**config.mk**
```make
export PLATFORM = sky130hd
export DESIGN_NAME = pipe_stage_hs
export DESIGN_NICKNAME = d
export VERILOG_FILES = /design/src/rtl/pipe_pkg.sv /design/src/rtl/stl_reg.sv /design/src/rtl/pipe_stage_hs.sv
export SDC_FILE = /design/constraint.sdc
export NUM_CORES = 1
export LEC_CHECK = 0
export ABC_AREA = 1
export CORE_MARGIN = 2
export CORE_UTILIZATION = 46
export DETAILED_ROUTE_END_ITERATION = 10
export PLACE_DENSITY = 0.81
export SKIP_CTS_REPAIR_TIMING = 1
export SYNTH_ARGS = -nofsm -noshare
export SYNTH_HDL_FRONTEND = slang
export SYNTH_HIERARCHICAL = 1
export SYNTH_SLANG_ARGS = --single-unit
```
**constraint.sdc**
```tcl
create_clock -name i_clk -period 1.8 [get_ports i_clk]
set_input_delay 0.27 -clock i_clk [delete_from_list [all_inputs] [get_ports i_clk]]
set_output_delay 0.27 -clock i_clk [all_outputs]
set_load 0.05 [all_outputs]
```
**src/rtl/pipe_pkg.sv**
```systemverilog
// pipe_pkg: shared state encoding and default widths for pipeline stage registers
package pipe_pkg;
  typedef enum logic [1:0] {PS_EMPTY = 2'd0, PS_ONE = 2'd1, PS_FULL = 2'd2} pipe_state_t;
  localparam int PIPE_WIDTH = 64;
  localparam int PIPE_CNT_W = 32;
endpackage

```
**src/rtl/stl_reg.sv**
```systemverilog
// stl_reg: write-enabled register with synchronous active-low reset to RESET_VAL
module stl_reg #(
  parameter int WIDTH = 1,
  parameter logic [WIDTH-1:0] RESET_VAL = '0
) (
  input  logic             i_clk,
  input  logic             i_rst_n,
  input  logic             i_wen,
  input  logic [WIDTH-1:0] i_d,
  output logic [WIDTH-1:0] o_q
);
  logic [WIDTH-1:0] data_q;
  always_ff @(posedge i_clk)
    if (!i_rst_n) data_q <= RESET_VAL;
    else if (i_wen) data_q <= i_d;
  assign o_q = data_q;
endmodule

```
**src/rtl/pipe_stage_hs.sv**
```systemverilog
// pipe_stage_hs: valid/ready pipeline stage, single register or 2-entry skid with registered ready
module pipe_stage_hs import pipe_pkg::*; #(
  parameter int WIDTH = PIPE_WIDTH,
  parameter bit SKID = 1'b0,
  parameter logic [WIDTH-1:0] RESET_VAL = '0,
  parameter bit CLR_ON_FLUSH = 1'b1,
  parameter int CNT_W = PIPE_CNT_W
) (
  input  logic             i_clk,
  input  logic             i_rst_n,
  input  logic             i_flush,
  input  logic             i_in_valid,
  output logic             o_in_ready,
  input  logic [WIDTH-1:0] i_in_data,
  output logic             o_out_valid,
  input  logic             i_out_ready,
  output logic [WIDTH-1:0] o_out_data,
  output logic [1:0]       o_occ,
  output logic [CNT_W-1:0] o_stall_cnt
);
  logic             clr;
  logic             main_wen;
  logic [WIDTH-1:0] main_d;
  logic [CNT_W-1:0] stall_q, stall_d;
  assign clr = i_flush & CLR_ON_FLUSH;
  stl_reg #(.WIDTH(WIDTH), .RESET_VAL(RESET_VAL)) u_main (
    .i_clk(i_clk), .i_rst_n(i_rst_n), .i_wen(main_wen), .i_d(main_d), .o_q(o_out_data)
  );
  if (!SKID) begin : g_reg
    logic valid_q, valid_d, accept;
    always_comb begin
      accept = i_in_valid & o_in_ready & ~i_flush;
      valid_d = i_flush ? 1'b0 : accept ? 1'b1 : valid_q & ~i_out_ready;
      main_wen = accept | clr;
      main_d = i_flush ? RESET_VAL : i_in_data;
    end
    always_ff @(posedge i_clk)
      if (!i_rst_n) valid_q <= 1'b0;
      else valid_q <= valid_d;
    assign o_in_ready = ~valid_q | i_out_ready;
    assign o_out_valid = valid_q;
    assign o_occ = {1'b0, valid_q};
  end else begin : g_skid
    pipe_state_t state_q, state_d;
    logic rdy_q, rdy_d, accept, xfer, skid_wen;
    logic [WIDTH-1:0] skid_q;
    always_comb begin
      accept = i_in_valid & rdy_q & ~i_flush;
      xfer = (state_q != PS_EMPTY) & i_out_ready;
      state_d = i_flush ? PS_EMPTY :
                state_q == PS_EMPTY ? (accept ? PS_ONE : PS_EMPTY) :
                state_q == PS_ONE ? (accept & ~xfer ? PS_FULL : xfer & ~accept ? PS_EMPTY : PS_ONE) :
                (xfer ? PS_ONE : PS_FULL);
      rdy_d = state_d != PS_FULL;
      // FULL drains the skid entry into main; a held flush must not disturb either entry
      main_wen = clr | (accept & (state_q == PS_EMPTY | xfer)) | (state_q == PS_FULL & xfer & ~i_flush);
      main_d = i_flush ? RESET_VAL : state_q == PS_FULL ? skid_q : i_in_data;
      skid_wen = clr | (accept & state_q == PS_ONE & ~xfer);
    end
    always_ff @(posedge i_clk)
      if (!i_rst_n) begin
        state_q <= PS_EMPTY;
        rdy_q <= 1'b1;
      end else begin
        state_q <= state_d;
        rdy_q <= rdy_d;
      end
    stl_reg #(.WIDTH(WIDTH), .RESET_VAL(RESET_VAL)) u_skid (
      .i_clk(i_clk), .i_rst_n(i_rst_n), .i_wen(skid_wen), .i_d(main_d), .o_q(skid_q)
    );
    assign o_in_ready = rdy_q;
    assign o_out_valid = state_q != PS_EMPTY;
    assign o_occ = state_q;
  end
  always_comb stall_d = stall_q + CNT_W'(o_out_valid & ~i_out_ready);
  always_ff @(posedge i_clk)
    if (!i_rst_n) stall_q <= '0;
    else stall_q <= stall_d;
  assign o_stall_cnt = stall_q;
endmodule

```
==> impl_metrics.json, run 1 <==
{
  "status": "completed",
  "dp_hpwl_um": 8910,
  "dieArea_um2": 11500,
  "hold_class": "primary input to flop",
  "drv_cap": 0,
  "timing.fmax_mhz": 638,
  "r2r_cells": 10,
  "cts_tree": "yes",
  "hold_path_end": "u_main/o_q[7]",
  "hold_slack_ps": 327,
  "end_kind": "flop",
  "fin_nets": 1031,
  "gr-total-overflow": 0,
  "finalCriticalPeriod_ps": 1570,
  "slew_headroom_pct": 64.4,
  "fin_cells": 1101,
  "drc": 0,
  "path_clk_slew_ps": 90,
  "syn_to_final_growth_pct": 39.1,
  "fillers": 929,
  "num_io_pins": 169,
  "synth-warning-count": 6,
  "cts.sinks": 97,
  "drtIter0Drc": 192,
  "seq_area_um2": 1940,
  "hold_depth": 6,
  "netlist_area_um2": 4910,
  "vdd.ir_drop.worst_uv": 400,
  "finalSetupViolCount": 0,
  "ys_seq_area_share_pct": 39.5,
  "drt_pass1_iterations": 4,
  "root_buffer": "clkbuf_8",
  "report.final.slew_viol_count": 0,
  "ant_nets": 0,
  "power.total_mw": 4.95,
  "numCtsBuffers": 9,
  "synth_ff_type": "dfxtp_1",
  "rows": 37,
  "clk_latency_ps": 360,
  "wl_um": 12500,
  "synthArstFlopShare_pct": 0,
  "multiInputGateArea_um2": 2150,
  "p_leak_nw": 4.06,
  "grt_pass1_wl_um": 20000,
  "dp.cells": 1085,
  "routedWlPerCell_um": 11.3,
  "fin_worst_skew_ps": 3.21,
  "path_max_fanout": 6,
  "grt_pass1_vias": 4365,
  "crit_required_ps": 2060,
  "avgSynthCellArea_um2": 6.11,
  "crit_type": "primary input to flop",
  "hold_violations": 0,
  "design.core.area_um2": 10300,
  "power_density_nw_per_um2": 725,
  "worstMarginPinSlew_ps": 534,
  "grt_max_degree": 77,
  "clock_path_buffers": 2,
  "vias_per_cell": 4.40,
  "rsz0062_at_grt": "false",
  "antenna_found_initial": 0,
  "synth-seq-cells": 97,
  "start_kind": "primary input",
  "floorplan.initialDensity_pct": 47.6,
  "antenna_cells": 0,
  "vias": 4848,
  "drive_above_1_share_pct": 10.3,
  "synth_nets": 875,
  "gp_congestion": 0.903,
  "htreeDepth": 3,
  "r2r_start": "o_out_valid",
  "arrival_ps": 1820,
  "die_x_um": 107,
  "rrSetupSlack_ps": 270,
  "dieHeight_um": 107,
  "synth_edf_count": 0,
  "reg2reg_to": "o_stall_cnt[20]",
  "period_share_pct": 87.1,
  "min_from": "i_flush",
  "netlist_instances": 804,
  "portBuffers": 167,
  "yosysUniqueCellTypes": 26,
  "grt_usage_pct": 21.7
}
[cell usage after synthesis, types with 3 or more instances]
cell / count / area share, %
nand2_1: 198 / 15
buf_6: 12 / 2.8
xnor2_1: 4 / 0.71
nor2_1: 244 / 19
xor2_1: 4 / 0.71
buf_4: 5 / 0.76
nor2_4: 4 / 0.92
a21oi_1: 21 / 2.1
o21ai_0: 5 / 0.51
inv_1: 157 / 12
nand3_1: 17 / 1.7
nor2_2: 3 / 0.38
dfxtp_1: 97 / 40
buf_2: 6 / 0.61
clkbuf_1: 8 / 0.61
nand3b_1: 5 / 0.76
[power breakdown]
group          leakage [nW]  internal (mW)  switching [mW]
clock network         0.113          0.820           0.751
registers             0.796           2.24          0.0507
logic                  3.15          0.407           0.678
total                  4.06           3.47            1.48
[cells in the final DEF, fill, tap and decap left out, types with 3 or more instances in the layout]
master           count
a21oi_1             21
buf_12               4
buf_4               64
clkbuf_8            10
clkdlybuf4s50_1     66
dfxtp_1             95
dlymetal6s2s_1      42
inv_1              157
nand2_1            198
nand3_1             17
nand3b_1             5
nor2_1             244
nor2_2               3
nor2_4               4
o21ai_0              5
xnor2_1              4
xor2_1               4
[worst max-delay path: stages]
cell and delay [ps]:
clkdlybuf4s50_1 430, inv_1 60, nand3_1 80, inv_1 60, ha_1 150, nand2_1 80
nor2_2 190, nand2_2 120, nor2_4 140, nand2_1 70, nor2_1 110, nor3_2 50
[metrics by stage]
step                      TNS, ps  setup slack [ps]  cell area, µm²  util (%)
after global routing            0              86.1            6830      66.2
after floorplan                 0              83.5            4910         -
after CTS                    -542             -42.3            6730      65.2
after detailed placement     -821              -125            6510      63.0
after global placement       -410             -95.7            6510      63.0
final                           0               232            6830      66.2
[final cells by class]
type / count / share of cell area (%)
multi-input combinational: 517 / 31.5
sequential: 97 / 28.5
timing repair buffer: 178 / 25.7
inverter: 157 / 8.62
tap: 136 / 2.49
clock buffer: 11 / 2.07
clock inverter: 5 / 1.15
[worst max-delay path by stage]
stage,endpoint,cells past startpoint,slack (ps),start
3_5_place_dp,o_stall_cnt[20],12,-130,i_out_ready
4_1_cts,o_stall_cnt[3],1,-40,o_stall_cnt[3]
2_1_floorplan,o_stall_cnt[20],8,80,o_stall_cnt[1]
5_1_grt,o_stall_cnt[12],11,90,i_out_ready
3_3_place_gp,o_stall_cnt[20],12,-100,i_out_ready
6_report,o_stall_cnt[20],12,230,i_out_ready
[registers in the layout, indices dropped and copies added (netlist names)]
signal	count
o_stall_cnt	32
u_main/o_q	64
o_out_valid	1
[metal layers]
| metal | track usage, % | share of wire, % | up-vias |
|---|---|---|---|
| met3 | 7.14 | 8.8 | 23 |
| li1 | - | - | 2604 |
| met5 | 0 | 0 | - |
| met4 | 9.43 | 2.3 | 0 |
| met1 | 26.0 | 42 | 2076 |
| met2 | 35.4 | 47 | 145 |
[cell families after synthesis]
group	Yosys count	share of synthesized area (%)
DFF	97	39.5
AOI/OAI and AO/OA	29	3.11
xor gates and xnor gates	8	1.43
and+or+nand+nor	477	38.5
buffers and inverters	190	16.9
adders and majority gates	2	0.509
other	1	0.0763
No activity file was read; power rests on OpenSTA's default activity.
==> inputs of run 2 (changes only) <==
Settings changed: CTS_CLUSTER_DIAMETER from default to 200, HOLD_SLACK_MARGIN from default to 0.08.
==> results of run 2 <==
No change in the layout: final DEF, timing and power equal those of run 1.
